$ cat config.mk
export PLATFORM = sky130hd
export DESIGN_NAME = uart_cmd_ctrl_flat
export DESIGN_NICKNAME = d
export VERILOG_FILES = /design/src/rtl/uart_cmd_ctrl_pkg.sv /design/src/rtl/uart_cmd_ctrl_if.sv /design/src/rtl/uart_cmd_ctrl_rx_timeout_timer.sv /design/src/rtl/uart_cmd_ctrl.sv /design/src/flat_wrapper.sv
export SDC_FILE = /design/constraint.sdc
export NUM_CORES = 1
export LEC_CHECK = 0
export ABC_CLOCK_PERIOD_IN_PS = 4920
export CORE_UTILIZATION = 44
export CTS_CLUSTER_DIAMETER = 60
export DETAILED_ROUTE_END_ITERATION = 10
export PLACE_DENSITY = 0.68
export SLEW_MARGIN = 20
export SYNTH_ARGS = -nofsm -noshare
export SYNTH_HDL_FRONTEND = slang
export SYNTH_SLANG_ARGS = --single-unit
export TNS_END_PERCENT = 100
$ cat constraint.sdc
create_clock -name clk_i -period 4.92 [get_ports clk_i]
set_input_delay 0.738 -clock clk_i [delete_from_list [all_inputs] [get_ports clk_i]]
set_output_delay 0.738 -clock clk_i [all_outputs]
set_load 0.01 [all_outputs]
$ cat src/rtl/uart_cmd_ctrl_pkg.sv
// Shared constants for the UART command/framing path.
// Holds the command bytes, the 2-bit frame state encodings, the error codes
// and the default UART bit period shared with the byte receiver.
package uart_cmd_ctrl_pkg;

  localparam int unsigned DEF_CLKS_PER_BIT = 10417;

  localparam logic [7:0] CMD_KEY  = 8'h4B;  // 'K'
  localparam logic [7:0] CMD_DATA = 8'h44;  // 'D'

  localparam logic [1:0] ST_IDLE     = 2'd0;
  localparam logic [1:0] ST_RX_KEY   = 2'd1;
  localparam logic [1:0] ST_RX_BLK   = 2'd2;
  localparam logic [1:0] ST_HOLD_BLK = 2'd3;

  localparam logic [1:0] ERR_UNKNOWN_CMD = 2'd1;
  localparam logic [1:0] ERR_TIMEOUT     = 2'd2;
  localparam logic [1:0] ERR_OVERRUN     = 2'd3;

  // Byte count value seen when the last payload byte arrives.
  localparam logic [4:0] KEY_LAST_IDX = 5'd31;
  localparam logic [4:0] BLK_LAST_IDX = 5'd15;

endpackage

$ cat src/rtl/uart_cmd_ctrl_if.sv
// Bundle of the receiver-side byte stream and the AES-core-side outputs.
//   slave  : the command controller (consumes bytes, drives key/block/status)
//   master : the surrounding environment (receiver + AES core)
interface uart_cmd_ctrl_if;
  logic         rx_dv_i;      // byte valid pulse from the UART receiver
  logic [7:0]   rx_byte_i;    // received byte
  logic [255:0] key_o;        // last complete key, first byte in [255:248]
  logic         key_valid_o;  // one-cycle pulse when key_o updates
  logic [127:0] blk_o;        // last complete block, first byte in [127:120]
  logic         blk_valid_o;  // block available, held until accepted
  logic         blk_ready_i;  // AES core accepts the block
  logic         busy_o;       // controller not idle
  logic         err_o;        // one-cycle error pulse
  logic [1:0]   err_code_o;   // cause of the last error

  modport slave (
    input  rx_dv_i, rx_byte_i, blk_ready_i,
    output key_o, key_valid_o, blk_o, blk_valid_o, busy_o, err_o, err_code_o
  );

  modport master (
    output rx_dv_i, rx_byte_i, blk_ready_i,
    input  key_o, key_valid_o, blk_o, blk_valid_o, busy_o, err_o, err_code_o
  );
endinterface

$ cat src/rtl/uart_cmd_ctrl_rx_timeout_timer.sv
// Inter-byte timeout timer.
//   clk_i, rst_i : clock and synchronous active-high reset
//   enable       : count while high; counter held at zero otherwise
//   reload       : restart the idle interval (a byte arrived)
//   expired      : combinational pulse in the cycle the counter sits at
//                  TIMEOUT_CLKS-1 with no reload
module rx_timeout_timer #(
  parameter int unsigned TIMEOUT_CLKS = 312510
) (
  input  logic clk_i,
  input  logic rst_i,
  input  logic enable,
  input  logic reload,
  output logic expired
);

  localparam int unsigned CW = (TIMEOUT_CLKS > 1) ? $clog2(TIMEOUT_CLKS) : 1;
  localparam logic [CW-1:0] LAST = CW'(TIMEOUT_CLKS - 1);

  logic [CW-1:0] cnt_q, cnt_d;

  assign expired = enable && !reload && (cnt_q == LAST);

  always_comb begin
    cnt_d = cnt_q + CW'(1);
    if (!enable || reload || expired) cnt_d = '0;
  end

  always_ff @(posedge clk_i) begin
    if (rst_i) cnt_q <= '0;
    else       cnt_q <= cnt_d;
  end

endmodule

$ cat src/rtl/uart_cmd_ctrl.sv
// Command/framing controller between the UART byte receiver and the AES-256
// core. Decodes a one-byte command, assembles a 32-byte key or 16-byte block,
// pulses key_valid_o for keys, holds blocks under a valid/ready handshake and
// flags unknown commands, inter-byte timeouts and overruns.
//   clk_i, rst_i : clock and synchronous active-high reset
//   bus          : byte stream in, key/block/status out (slave modport)
module uart_cmd_ctrl
  import uart_cmd_ctrl_pkg::*;
#(
  parameter int unsigned CLKS_PER_BIT = DEF_CLKS_PER_BIT,
  parameter int unsigned TIMEOUT_CLKS = 30 * CLKS_PER_BIT
) (
  input  logic           clk_i,
  input  logic           rst_i,
  uart_cmd_ctrl_if.slave bus
);

  logic [1:0]   state_q, state_d;
  logic [4:0]   byte_cnt_q, byte_cnt_d;
  logic [255:0] sr_q, sr_d, sr_shift;
  logic [255:0] key_q, key_d;
  logic [127:0] blk_q, blk_d;
  logic         key_valid_q, key_valid_d;
  logic         blk_valid_q, blk_valid_d;
  logic         err_q, err_d;
  logic [1:0]   err_code_q, err_code_d;
  logic         rx_active, reload, expired, decode;

  assign rx_active = (state_q == ST_RX_KEY) || (state_q == ST_RX_BLK);
  assign reload    = rx_active && bus.rx_dv_i;

  rx_timeout_timer #(.TIMEOUT_CLKS(TIMEOUT_CLKS)) u_timer (
    .clk_i   (clk_i),
    .rst_i   (rst_i),
    .enable  (rx_active),
    .reload  (reload),
    .expired (expired)
  );

  always_comb begin
    state_d     = state_q;
    byte_cnt_d  = byte_cnt_q;
    sr_d        = sr_q;
    key_d       = key_q;
    blk_d       = blk_q;
    key_valid_d = 1'b0;
    blk_valid_d = blk_valid_q;
    err_d       = 1'b0;
    err_code_d  = err_code_q;
    decode      = 1'b0;
    sr_shift    = {sr_q[247:0], bus.rx_byte_i};

    case (state_q)
      ST_IDLE: decode = bus.rx_dv_i;
      ST_RX_KEY, ST_RX_BLK: begin
        // A byte in the expiry cycle wins over the timeout.
        if (bus.rx_dv_i) begin
          sr_d       = sr_shift;
          byte_cnt_d = byte_cnt_q + 5'd1;
          if (state_q == ST_RX_KEY && byte_cnt_q == KEY_LAST_IDX) begin
            key_d       = sr_shift;
            key_valid_d = 1'b1;
            state_d     = ST_IDLE;
          end else if (state_q == ST_RX_BLK && byte_cnt_q == BLK_LAST_IDX) begin
            blk_d       = sr_shift[127:0];
            blk_valid_d = 1'b1;
            state_d     = ST_HOLD_BLK;
          end
        end else if (expired) begin
          state_d    = ST_IDLE;
          err_d      = 1'b1;
          err_code_d = ERR_TIMEOUT;
        end
      end
      ST_HOLD_BLK: begin
        if (bus.blk_ready_i) begin
          // Handshake completes; a byte arriving now is a new command.
          blk_valid_d = 1'b0;
          state_d     = ST_IDLE;
          decode      = bus.rx_dv_i;
        end else if (bus.rx_dv_i) begin
          err_d      = 1'b1;
          err_code_d = ERR_OVERRUN;
        end
      end
      default: state_d = ST_IDLE;
    endcase

    if (decode) begin
      byte_cnt_d = '0;
      sr_d       = '0;
      if (bus.rx_byte_i == CMD_KEY) begin
        state_d = ST_RX_KEY;
      end else if (bus.rx_byte_i == CMD_DATA) begin
        state_d = ST_RX_BLK;
      end else begin
        state_d    = ST_IDLE;
        err_d      = 1'b1;
        err_code_d = ERR_UNKNOWN_CMD;
      end
    end
  end

  always_ff @(posedge clk_i) begin
    if (rst_i) begin
      state_q     <= ST_IDLE;
      byte_cnt_q  <= '0;
      sr_q        <= '0;
      key_q       <= '0;
      blk_q       <= '0;
      key_valid_q <= 1'b0;
      blk_valid_q <= 1'b0;
      err_q       <= 1'b0;
      err_code_q  <= '0;
    end else begin
      state_q     <= state_d;
      byte_cnt_q  <= byte_cnt_d;
      sr_q        <= sr_d;
      key_q       <= key_d;
      blk_q       <= blk_d;
      key_valid_q <= key_valid_d;
      blk_valid_q <= blk_valid_d;
      err_q       <= err_d;
      err_code_q  <= err_code_d;
    end
  end

  assign bus.key_o       = key_q;
  assign bus.key_valid_o = key_valid_q;
  assign bus.blk_o       = blk_q;
  assign bus.blk_valid_o = blk_valid_q;
  assign bus.busy_o      = (state_q != ST_IDLE);
  assign bus.err_o       = err_q;
  assign bus.err_code_o  = err_code_q;

endmodule
$ cat src/flat_wrapper.sv
// flat-port wrapper written by rule: the top's interface ports become plain ports
module uart_cmd_ctrl_flat import uart_cmd_ctrl_pkg::*;
#(
  parameter int unsigned CLKS_PER_BIT = DEF_CLKS_PER_BIT,
  parameter int unsigned TIMEOUT_CLKS = 30 * CLKS_PER_BIT
)
  (clk_i, rst_i, bus_rx_dv_i, bus_rx_byte_i, bus_blk_ready_i, bus_key_o, bus_key_valid_o, bus_blk_o, bus_blk_valid_o, bus_busy_o, bus_err_o, bus_err_code_o);
  uart_cmd_ctrl_if bus_i ();
  input  logic clk_i;
  input  logic rst_i;
  input wire logic [$bits(bus_i.rx_dv_i)-1:0] bus_rx_dv_i;
  input wire logic [$bits(bus_i.rx_byte_i)-1:0] bus_rx_byte_i;
  input wire logic [$bits(bus_i.blk_ready_i)-1:0] bus_blk_ready_i;
  output wire logic [$bits(bus_i.key_o)-1:0] bus_key_o;
  output wire logic [$bits(bus_i.key_valid_o)-1:0] bus_key_valid_o;
  output wire logic [$bits(bus_i.blk_o)-1:0] bus_blk_o;
  output wire logic [$bits(bus_i.blk_valid_o)-1:0] bus_blk_valid_o;
  output wire logic [$bits(bus_i.busy_o)-1:0] bus_busy_o;
  output wire logic [$bits(bus_i.err_o)-1:0] bus_err_o;
  output wire logic [$bits(bus_i.err_code_o)-1:0] bus_err_code_o;
  assign bus_i.rx_dv_i = bus_rx_dv_i;
  assign bus_i.rx_byte_i = bus_rx_byte_i;
  assign bus_i.blk_ready_i = bus_blk_ready_i;
  assign bus_key_o = bus_i.key_o;
  assign bus_key_valid_o = bus_i.key_valid_o;
  assign bus_blk_o = bus_i.blk_o;
  assign bus_blk_valid_o = bus_i.blk_valid_o;
  assign bus_busy_o = bus_i.busy_o;
  assign bus_err_o = bus_i.err_o;
  assign bus_err_code_o = bus_i.err_code_o;
  uart_cmd_ctrl #(.CLKS_PER_BIT(CLKS_PER_BIT), .TIMEOUT_CLKS(TIMEOUT_CLKS)) u_core (.clk_i(clk_i), .rst_i(rst_i), .bus(bus_i));
endmodule
; Word-level counts from Yosys, hierarchy flattened
; Cells that the tools add are included.
[totals]
in_bits = 12
ff_bits = 663
[op_classes]
reduce_logical = 23
n_mux = 33
bitwise_logic = 3
eq_ne = 15
n_addsub = 2
[op_table]
columns = op, n
row1 = $mux 2, 15
row2 = $add 19x1->19 const B, 1
row3 = $eq 19x19->1 const B, 1
row4 = $eq 8x7->1 const B, 2
row5 = $mux 1, 13
row6 = $pmux 2 s2, 2
row7 = $reduce_and 4->1, 2
row8 = $ne 2x2->1 const B, 3
row9 = $pmux 1 s2, 3
row10 = $reduce_or 2->1, 3
row11 = $add 5x1->5 const B, 1
row12 = $eq 5x4->1 const B, 1
row13 = $eq 5x5->1 const B, 1
row14 = $logic_and 1x1->1, 5
row15 = $ne 5x2->1 const B, 1
row16 = $reduce_and 5->1, 1
row17 = $eq 2x2->1 const B, 2
row18 = $ne 4x3->1 const B, 1
row19 = $reduce_bool 2->1, 2
row20 = $logic_or 1x1->1, 3
row21 = $ne 3x2->1 const B, 1
row22 = $not 1->1, 3
row23 = $reduce_and 3->1, 1
row24 = $reduce_bool 3->1, 1
row25 = 6 further kinds, 7

; Longest topological paths before layout
; Gate-level depths: netlist (run 1).
[logic_depth]
ltp_word = 12
depth_mapped = 11

; By module
; A second synthesis (run 1) with hierarchy kept.
[hier_totals]
hier_cells = 2943
hier_area_um2 = 23342.4
[modules_own_cells]
columns = mod, cells_per_inst, n_inst, area_each_um2, seq_area_each_um2
row1 = uart_cmd_ctrl, 2838, 1, 22451.5, 12892.4
row2 = rx_timeout_timer, 105, 1, 890.9, 380.4

; Worst setup path before layout (run 1)
; Ideal clock, no wire load.
[synth_path]
path_type = flip-flop to flip-flop
start = register u_core.state_q[0]
end = register u_core.sr_q[100]
stages_incl_launch_ff = 10
t_arrival_ps = 1845
t_required_ps = 4800
path_slack_ps = 2955
synth_period_minus_slack_ps = 1965
setup_ps = 120
path_buffers = 4
cell_sequence = dfxtp_1 inv_1 ha_1 buf_2 or3b_4 nand2b_1 buf_2 buf_4 buf_2 a21oi_1
[synth_between]
elab_chain_cells = 3
elab_cells_between_ends = 8
[synth_lines]
columns = element, line
row1 = from (decl), uart_cmd_ctrl.sv:18  ; logic [1:0] state_q, state_d;
row2 = from (signal assigned), uart_cmd_ctrl.sv:116  ; state_q <= state_d;
row3 = "$eq 2x2->1, or another cell as far along", uart_cmd_ctrl.sv:53  ; case (state_q)
row4 = $pmux 1 s2 or $reduce_or 2->1 (tied branches), uart_cmd_ctrl.sv:53
row5 = $reduce_or 2->1 (no line) or $reduce_and 2->1 (tied branches), n/a
row6 = to (signal assigned), uart_cmd_ctrl.sv:118  ; sr_q <= sr_d;
row7 = to (decl), uart_cmd_ctrl.sv:20  ; logic [255:0] sr_q, sr_d, sr_shift;
; Parallel ways exist; a longest one is shown, timed or not.
; A chain may end at the register's enable or synchronous reset.

; Worst setup path after layout (run 1)
[layout_path]
start = register u_core.state_q[0]
end = register u_core.key_q[67] (netlist: u_core.bus.key_o[67])
[layout_between]
elab_chain_cells = 3
elab_cells_between_ends = 5
[layout_lines]
columns = element, line
row1 = $eq 2x2->1 or $eq 2x1->1 (tied branches), "uart_cmd_ctrl.sv:53, uart_cmd_ctrl.sv:60"
row2 = $reduce_or 2->1 or $logic_and 1x1->1 (tied branches), "uart_cmd_ctrl.sv:53, uart_cmd_ctrl.sv:60"
row3 = $reduce_and 3->1 (no line) *, n/a
row4 = to (signal assigned), uart_cmd_ctrl.sv:119  ; key_q <= key_d;
row5 = to (decl), uart_cmd_ctrl.sv:21  ; logic [255:0] key_q, key_d;
; Every way passes the cells marked *; elsewhere a longest branch is shown, timed or not.

==> run_results.csv, run 1 <==
group,metric,value,unit
floorplanning,die_w,231,um
synthesis,synth_most_common_cell,"nand2_1",
setup_path,slowest_delay,0.67,ns
placement,dp_hpwl,41.66,mm
placement,placed_cells,3809,
timing,rsz0062_at_grt,"no",
pwr,p_leak,9.378,nW
cells_and_area,final_layout_size_suffix_gt1_frac,0.04309,
synthesis,async_flop_share,0,
clocking,clockBufferDepth,3,
synthesis,synth_seq_cells,663,
placement,place_ws,1.440,ns
synthesis,yosysTopAreaCell,"dfxtp_1",
detailed_routing,routed_via_density,5.216,
setup_path,cp_cell_sequence,"inv_1, ha_1, and2_4, nand3_4, buf_4, nand2_1, a21oi_1",
detailed_routing,via_count,20495,
synthesis,syn-cell-area,0.02307,mm2
setup_path,crit_slowest_cell,"nand3_4",
clocking,post_cts_buffers,0,
timing,fin_skew,0.01961,ns
detailed_routing,avgRoutedWirePerCell,17.00,um
detailed_routing,drt_pass1_iterations,5,
synthesis,synth_top_cells_by_area,"dfxtp_1 58%, nand2_1 21%, a21oi_1 14%",
global_route,grt_usage,0.2441,
floorplanning,io_pins,402,
detailed_routing,ant_nets,0,
clocking,numCtsBuffers,69,
clocking,cts.sinks,663,
synthesis,syn_avg_cell_area,7.889,um2
detailed_routing,wl,66.78,mm
synthesis,yosysSeqAreaShare,0.5752,
synthesis,syn_nets,2947,
timing,hold_violations,0,
cells_and_area,diodes,0,
pwr,cellPowerDensity,411.0,mW/mm2
global_route,grt_pass1_vias,19082,
synthesis,yosysWarnings,0,
detailed_routing,drt_iter0_markers,1451,
cells_and_area,layout.nets,3223,
timing,hold_ws,0.4523,ns
clocking,clock_latency,0.60,ns
global_route,grt_antenna_before_repair,2,
synthesis,yosysUniqueCellTypes,37,
setup_path,cp-end-kind,"flop",
placement,port_buffers,401,
placement,gp_congestion,0.8236,
timing,fin_ws,1.791,ns
timing,worstMarginPinSlew,1.454,ns
synthesis,ys.flop_type,"dfxtp_1",
run_status,outcome,"finished, final reports clean",
worst_hold_path,min_path_type,"flop to flop",
global_route,grt_pass1_wl,104.4,mm
synthesis,netlist_instances,2925,
timing,slew_headroom,0.03069,
setup_path,cp-start-kind,"flop",
setup_path,worstPathMaxFanout,65,
run,cap_viol_max_count,0,
floorplanning,start_util,0.4471,
cells_and_area,post-route-util,0.5746,
timing,setup_tns,0,ns
synthesis,synth_top_area_share,0.5752,
detailed_routing,drcViolationCount,0,
timing,drv_slew,0,
floorplanning,coreArea,0.05161,mm2
clocking,cts_tree,"yes",
timing,max_freq,319.6,MHz
synthesis,synth_commonest_cells,"1279 x nand2_1, 663 x dfxtp_1, 637 x a21oi_1",
global_route,overflow,0,
timing,period_needed,3.129,ns
floorplanning,fp-row-count,83,
pwr,ir_drop,330.6,uV
timing,setup_violations,0,
clocking,cts_root_buffer,"clkbuf_16",
setup_path,crit_type,"flop to flop",
clocking,path_clk_slew,0.06,ns
clocking,cts-hold-fix-buffers,0,
floorplanning,die_h,231,um
floorplanning,dieArea,0.05336,mm2
cells_and_area,final_cell_count_no_fill,3929,
cells_and_area,syn_to_final_growth,28.53,%
setup_path,crit_buf_inv,2,
clocking,h-tree-depth,3,
global_route,grt_max_degree,250,
timing,finalCritPeriodShare,0.6360,
setup_path,cp.required,5.34,ns
clocking,cts_resized,0,
setup_path,worstPathArrival,3.55,ns
setup_path,cp_top_family,"simple AND/OR/NAND/NOR gates",
synthesis,synth_edf_count,0,
## final cells by class
class                           count  area [um2]
Clock inverter                     22       309.0
Clock buffer                       97        2044
Sequential cell                   663       13270
Inverter                           11       41.29
Tap cell                          680       850.8
Multi-Input combinational cell   2036        8853
Fill cell                        4648       21960
Timing Repair Buffer              420        4285
## flip-flops by register name, indices dropped and copies added (netlist names)
register                cells
u_core.sr_q               248
u_core.bus.key_valid_o      1
u_core.u_timer.cnt_q       19
u_core.bus.blk_valid_o      1
u_core.bus.key_o          256
u_core.bus.err_o            1
u_core.byte_cnt_q           5
u_core.state_q              2
u_core.bus.err_code_o       2
u_core.bus.blk_o          128
## power breakdown
group          switching [W]  internal, W  leakage, nW  total [W]
Sequential         0.0000357      0.00540         5.34    0.00544
Combinational        0.00115     0.000243         2.89    0.00139
Clock                0.00214      0.00322         1.15    0.00536
## worst register-to-register path, delay by kind of cell (launching register included)
kind / cells / cell delay, ns
flip-flops: 1 / 0.36
AO/OA/AOI/OAI: 1 / 0.08
buffers and inverters: 2 / 0.73
adder cells (fa/ha/maj): 1 / 0.50
AND/OR/NAND/NOR: 3 / 1.31
## placed cells by master (no fill, tap or decap), drive strengths merged, types with 3 or more instances in the layout
| cell | instances |
|---|---|
| xor2 | 11 |
| buf | 20 |
| clkinv | 9 |
| nor2 | 36 |
| bufinv | 6 |
| a211oi | 7 |
| nand3 | 7 |
| clkinvlp | 3 |
| nand2 | 1279 |
| dfxtp | 663 |
| nand4 | 9 |
| o31ai | 4 |
| clkdlybuf4s50 | 400 |
| a21oi | 638 |
| xnor2 | 9 |
| ha | 10 |
| clkbuf | 97 |
| inv | 15 |
## logic make-up (layout without fill, tap and decap cells)
family	after synthesis	count (layout)	share of synthesized area
simple gates	1350	1350	0.2243
xor+xnor	20	20	0.007591
compound gates	656	656	0.1444
buf+inv	226	550	0.04305
fa+ha+maj	10	10	0.005422
flops	663	663	0.5752
## layer usage
| metal | track usage | part of all wire | vias up |
|---|---|---|---|
| met5 | 0 | 0.00034 | - |
| met4 | 0.1026 | 0.039 | 4 |
| met3 | 0.05966 | 0.072 | 142 |
| met2 | 0.3935 | 0.47 | 617 |
| met1 | 0.3109 | 0.42 | 9785 |
| li1 | - | - | 9947 |
## worst paths after layout
check | from | endpoint | slack, ns | depth (start not counted)
worst max-delay path | u_core.state_q[0] | u_core.bus.key_o[67] | 1.79 | 7
worst min-delay path | u_core.bus.blk_o[2] | u_core.bus.blk_o[2] | 0.45 | 2
worst max register to register | u_core.state_q[0] | u_core.bus.key_o[67] | 1.79 | 7
worst min register to register | u_core.bus.blk_o[2] | u_core.bus.blk_o[2] | 0.45 | 2
## per-stage QoR
step	cell area, um2	total power, W
CTS	29630	0.01226
global route	29660	0.01264
global placement	27270	0.006903
floorplan	23070	0.006558
detailed placement	27280	0.006925
finish	29660	0.01219
Note: power is estimated with default switching activity, not from simulation.
==> run 2: changes to the inputs <==
Settings changed: ABC_CLOCK_PERIOD_IN_PS 4920 to 2800, PLACE_DENSITY 0.68 to 0.71.
Clock period 4.92 ns to 2.8 ns, I/O delays scaled along.
==> run 2 against run 1 <==
Combinational power is 85% higher. Worst setup slack worse by 1.4 ns. Clock power is 70% higher. Register-to-register slack worse by 1.4 ns. Largest cell class unchanged.
==> run_results.csv, run 2 (same netlist as run 1, synthesis figures left out) <==
group,metric,value,unit
setup_path,cp.required,3.31,ns
global_route,overflow,0,
timing,setup_tns,0,ns
clocking,numCtsBuffers,68,
clocking,cts.sinks,663,
floorplanning,coreArea,0.05161,mm2
timing,setup_violations,0,
cells_and_area,final_cell_mix,"1278 x nand2_1, 663 x dfxtp_1, 637 x a21oi_1",
run,cap_viol_max_count,0,
clocking,cts_tree,"yes",
setup_path,crit_buf_inv,1,
timing,worstMarginPinSlew,0.8786,ns
global_route,grt_max_degree,140,
clocking,cts_root_buffer,"clkbuf_16",
timing,finalCritPeriodShare,0.8702,
detailed_routing,drcViolationCount,0,
cells_and_area,final_common_cell,"nand2_1",
floorplanning,fp-row-count,83,
detailed_routing,ant_nets,0,
cells_and_area,largest_reg_flops,256,
detailed_routing,drt_pass1_iterations,5,
detailed_routing,wl,66.74,mm
timing,period_needed,2.436,ns
floorplanning,die_w,231,um
cells_and_area,layout.nets,3236,
detailed_routing,avgRoutedWirePerCell,16.93,um
pwr,cellPowerDensity,712.1,mW/mm2
setup_path,cp-start-kind,"flop",
floorplanning,die_h,231,um
clocking,cts_resized,0,
setup_path,cp_top_family,"simple AND/OR/NAND/NOR gates",
run_status,outcome,"finished, final reports clean",
global_route,grt_pass1_wl,104.1,mm
timing,fin_skew,0.02972,ns
cells_and_area,fillers,4578,
placement,gp_congestion,0.8423,
placement,port_buffers,401,
timing,max_freq,410.4,MHz
cells_and_area,syn_to_final_growth,29.26,%
setup_path,cp_cell_sequence,"ha_1, and3_1, ha_1, nand2_1, nor2_4, buf_4, nand2_1, a21oi_1",
clocking,clockBufferDepth,3,
cells_and_area,final_layout_size_suffix_gt1_frac,0.04752,
timing,rsz0062_at_grt,"no",
setup_path,worstPathMaxFanout,66,
timing,drv_slew,0,
setup_path,crit_slowest_cell,"buf_4",
clocking,post_cts_buffers,0,
timing,hold_violations,0,
timing,slew_headroom,0.4143,
floorplanning,dieArea,0.05336,mm2
cells_and_area,diodes,0,
clocking,clock_latency,0.61,ns
detailed_routing,via_count,20627,
setup_path,crit_type,"flop to flop",
global_route,grt_pass1_vias,19217,
clocking,h-tree-depth,3,
global_route,grt_antenna_before_repair,0,
placement,dp_hpwl,43.50,mm
pwr,p_leak,9.476,nW
floorplanning,io_pins,402,
worst_hold_path,min_path_type,"primary input to flop",
floorplanning,start_util,0.4471,
global_route,grt_usage,0.2435,
setup_path,cp-end-kind,"flop",
clocking,cts-hold-fix-buffers,0,
pwr,ir_drop,536.2,uV
placement,place_ws,0.3101,ns
setup_path,worstPathArrival,2.94,ns
detailed_routing,drt_iter0_markers,1617,
timing,fin_ws,0.3636,ns
clocking,path_clk_slew,0.06,ns
setup_path,slowest_delay,0.58,ns
detailed_routing,routed_via_density,5.233,
## run 2: cell count changes in the layout (fill, tap and decap cells not counted), moves of 2 or more
cell        before  now
clkbuf_8        17   15
buf_4            9   11
clkinv_2         6   13
clkinvlp_4       3    1
clkbuf_1         9    7
buf_12           8   22
clkbuf_16       71   69
## run 2: worst paths after layout
| check | startpoint | to | slack [ns] | cells after the start |
|---|---|---|---|---|
| setup / recovery | u_core.byte_cnt_q[0] | u_core.bus.key_o[146] | 0.36 | 8 |
| hold / removal | rst_i | u_core.bus.key_o[204] | 0.13 | 2 |
| setup reg to reg | u_core.byte_cnt_q[0] | u_core.bus.key_o[146] | 0.36 | 8 |
| hold reg to reg | u_core.bus.key_o[26] | u_core.bus.key_o[26] | 0.45 | 2 |
## run 2: routing by layer
metal  vias up  GRT usage  wire length, um
li1       9991          -                -
met1      9799     0.3064            27460
met2       711     0.4064            32480
met3       126    0.05274             4723
met4         0    0.09230             2083
met5         -          0                0
## run 2: area by class of cell
class                   instances  area (um2)  share of cell area
repair buffers                434        4542              0.1523
multi-input cells            2036        8853              0.2968
inverters                      11       41.29            0.001384
clock buffers                  91        1959             0.06569
flip-flops and latches        663       13270              0.4450
clock inverters                27       307.8             0.01032
well taps                     680       850.8             0.02852
## run 2: through the flow
step	util	power [W]	instances	cell area, um2	hold WS (ns)
2_1_floorplan	-	0.01152	2925	23070	0.4321
3_3_place_gp	0.5340	0.01228	3824	27560	0.4375
3_5_place_dp	0.5340	0.01234	3824	27560	0.4464
4_1_cts	0.5779	0.02140	3942	29830	0.1105
5_1_grt	0.5779	0.02200	3942	29830	0.1236
6_report	0.5779	0.02124	3942	29830	0.1319
## run 2: report_power, final
part	internal [W]	switching, W	total (W)	leakage, nW
clock	0.00540	0.00371	0.00911	1.13
sequential	0.00950	0.0000652	0.00956	5.34
combinational	0.000550	0.00202	0.00257	3.01
total	0.0154	0.00580	0.0212	9.48
==> run 3: changes to the inputs <==
Settings changed: MAX_ROUTING_LAYER set to met4.
==> run 3 against run 2 <==
Worst hold slack worse by 0.0017 ns. Non-clock buffer count unchanged. Register-to-register slack about the same. Power about the same. Core utilization unchanged. Combinational power about the same. Flip-flop and latch count unchanged. Fmax up 0.58%. Critical endpoint unchanged.
==> run_results.csv, run 3 (same netlist as run 1, synthesis figures left out) <==
group,metric,value,unit
global_route,grt_pass1_vias,19229,
clocking,cts_tree,"yes",
floorplanning,coreArea,0.05161,mm2
clocking,path_clk_slew,0.06,ns
setup_path,crit_slowest_cell,"buf_4",
floorplanning,die_w,231,um
setup_path,crit_type,"flop to flop",
setup_path,worstPathArrival,2.93,ns
global_route,overflow,0,
detailed_routing,avgRoutedWirePerCell,16.93,um
clocking,post_cts_buffers,0,
pwr,ir_drop,532.4,uV
cells_and_area,final_common_cell,"nand2_1",
run_status,outcome,"finished, final reports clean",
setup_path,worstPathMaxFanout,66,
pwr,p_comb_frac,0.121,
pwr,clkPwrFrac,0.429,
timing,hold_violations,0,
detailed_routing,drt_iter0_markers,1706,
timing,fin_skew,0.03018,ns
cells_and_area,layout.nets,3236,
timing,setup_violations,0,
floorplanning,start_util,0.4471,
cells_and_area,post-route-util,0.5779,
timing,setup_tns,0,ns
detailed_routing,drt_pass1_iterations,5,
placement,gp_congestion,0.8555,
detailed_routing,ant_nets,0,
run,cap_viol_max_count,0,
timing,drv_slew,0,
setup_path,crit_buf_inv,1,
pwr,sw_frac_of_total,0.2732,
placement,dp_hpwl,43.50,mm
setup_path,cp-end-kind,"flop",
timing,finalCritPeriodShare,0.8651,
pwr,pwr-share-seq,0.450,
detailed_routing,routed_via_density,5.245,
cells_and_area,final_cell_mix,"1278 x nand2_1, 663 x dfxtp_1, 637 x a21oi_1",
placement,place_area,0.02756,mm2
pwr,p_switching,0.005803,W
detailed_routing,via_count,20677,
global_route,grt_antenna_before_repair,0,
cells_and_area,final_layout_size_suffix_gt1_frac,0.04752,
floorplanning,die_h,231,um
clocking,cts-hold-fix-buffers,0,
global_route,grt_usage,0.2508,
timing,worstMarginPinSlew,0.8748,ns
clocking,cts_resized,0,
cells_and_area,post-route-cell-area,0.02983,mm2
timing,slew_headroom,0.4168,
pwr,power.internal,0.01544,W
setup_path,cp-start-kind,"flop",
timing,max_freq,412.8,MHz
cells_and_area,fillers,4578,
placement,port_buffers,401,
setup_path,cp.required,3.31,ns
timing,rsz0062_at_grt,"no",
timing,period_needed,2.422,ns
detailed_routing,wl,66.75,mm
setup_path,slowest_delay,0.58,ns
clocking,numCtsBuffers,68,
pwr,cellPowerDensity,712.2,mW/mm2
setup_path,cp_top_family,"simple AND/OR/NAND/NOR gates",
worst_hold_path,min_path_type,"primary input to flop",
clocking,cts_root_buffer,"clkbuf_16",
floorplanning,fp-row-count,83,
detailed_routing,drcViolationCount,0,
floorplanning,dieArea,0.05336,mm2
global_route,grt_max_degree,140,
cells_and_area,diodes,0,
cells_and_area,syn_to_final_growth,29.26,%
pwr,p_leak,9.476,nW
global_route,grt_pass1_wl,104.1,mm
clocking,cts.sinks,663,
clocking,h-tree-depth,3,
clocking,clockBufferDepth,3,
setup_path,cp_cell_sequence,"ha_1, and3_1, ha_1, nand2_1, nor2_4, buf_4, nand2_1, a21oi_1",
floorplanning,io_pins,402,
cells_and_area,largest_reg_flops,256,
clocking,clock_latency,0.61,ns
==> run 3: cell counts in the layout (fill, tap and decap cells not counted) <==
Identical to the previous run, type by type.
==> run 3: final cells by class <==
type / instances / area, um2 / share of cell area
clock buffer: 91 / 1959 / 0.06569
clock inverter: 27 / 307.8 / 0.01032
inverter: 11 / 41.29 / 0.001384
multi-input combinational: 2036 / 8853 / 0.2968
sequential: 663 / 13270 / 0.4450
tap: 680 / 850.8 / 0.02852
timing repair buffer: 434 / 4542 / 0.1523
==> run 3: power groups by stage <==
| stage | combinational [W] | clock (W) | sequential [W] |
|---|---|---|---|
| 6_report | 0.00257 | 0.00911 | 0.00956 |
| 5_1_grt | 0.00277 | 0.00967 | 0.00956 |
| 4_1_cts | 0.00257 | 0.00926 | 0.00956 |
| 3_5_place_dp | 0.00257 | 0 | 0.00977 |
| 3_3_place_gp | 0.00252 | 0 | 0.00977 |
| 2_1_floorplan | 0.00177 | 0 | 0.00975 |
==> run 3: worst register-to-register path: cells and delay by family, from the launching register on <==
kind                     cells  cell delay [ns]
AND/OR/NAND/NOR              4             0.77
AO/OA/AOI/OAI                1             0.17
adder cells (fa/ha/maj)      2             0.43
buffers and inverters        1             0.58
flip-flops                   1             0.37
==> run 3: per-stage QoR <==
step,setup WS [ns],total power [W],hold WS (ns),instances
final,0.3777,0.02124,0.1302,3942
after global routing,0.2136,0.02200,0.1257,3942
after CTS,0.3941,0.02140,0.1105,3942
after detailed placement,0.3101,0.01234,0.4464,3824
after global placement,0.3971,0.01228,0.4375,3824
after floorplan,0.8355,0.01152,0.4321,2925
==> run 3: metal layers <==
metal / global-route usage / routed length (um) / vias to the layer above / part of all wire
li1: - / - / 9988 / -
met1: 0.3073 / 27570 / 9804 / 0.41
met2: 0.4063 / 32350 / 755 / 0.48
met5: - / 0 / - / 0
met4: 0.09292 / 2044 / 0 / 0.031
met3: 0.05151 / 4775 / 130 / 0.072
==> run 3: final timing paths <==
path / endpoint / cells past startpoint / startpoint / slack (ns)
hold / removal: u_core.bus.key_o[193] / 2 / rst_i / 0.13
hold reg to reg: u_core.bus.key_o[62] / 2 / u_core.bus.key_o[62] / 0.45
setup / recovery: u_core.bus.key_o[146] / 8 / u_core.byte_cnt_q[0] / 0.38
setup reg to reg: u_core.bus.key_o[146] / 8 / u_core.byte_cnt_q[0] / 0.38
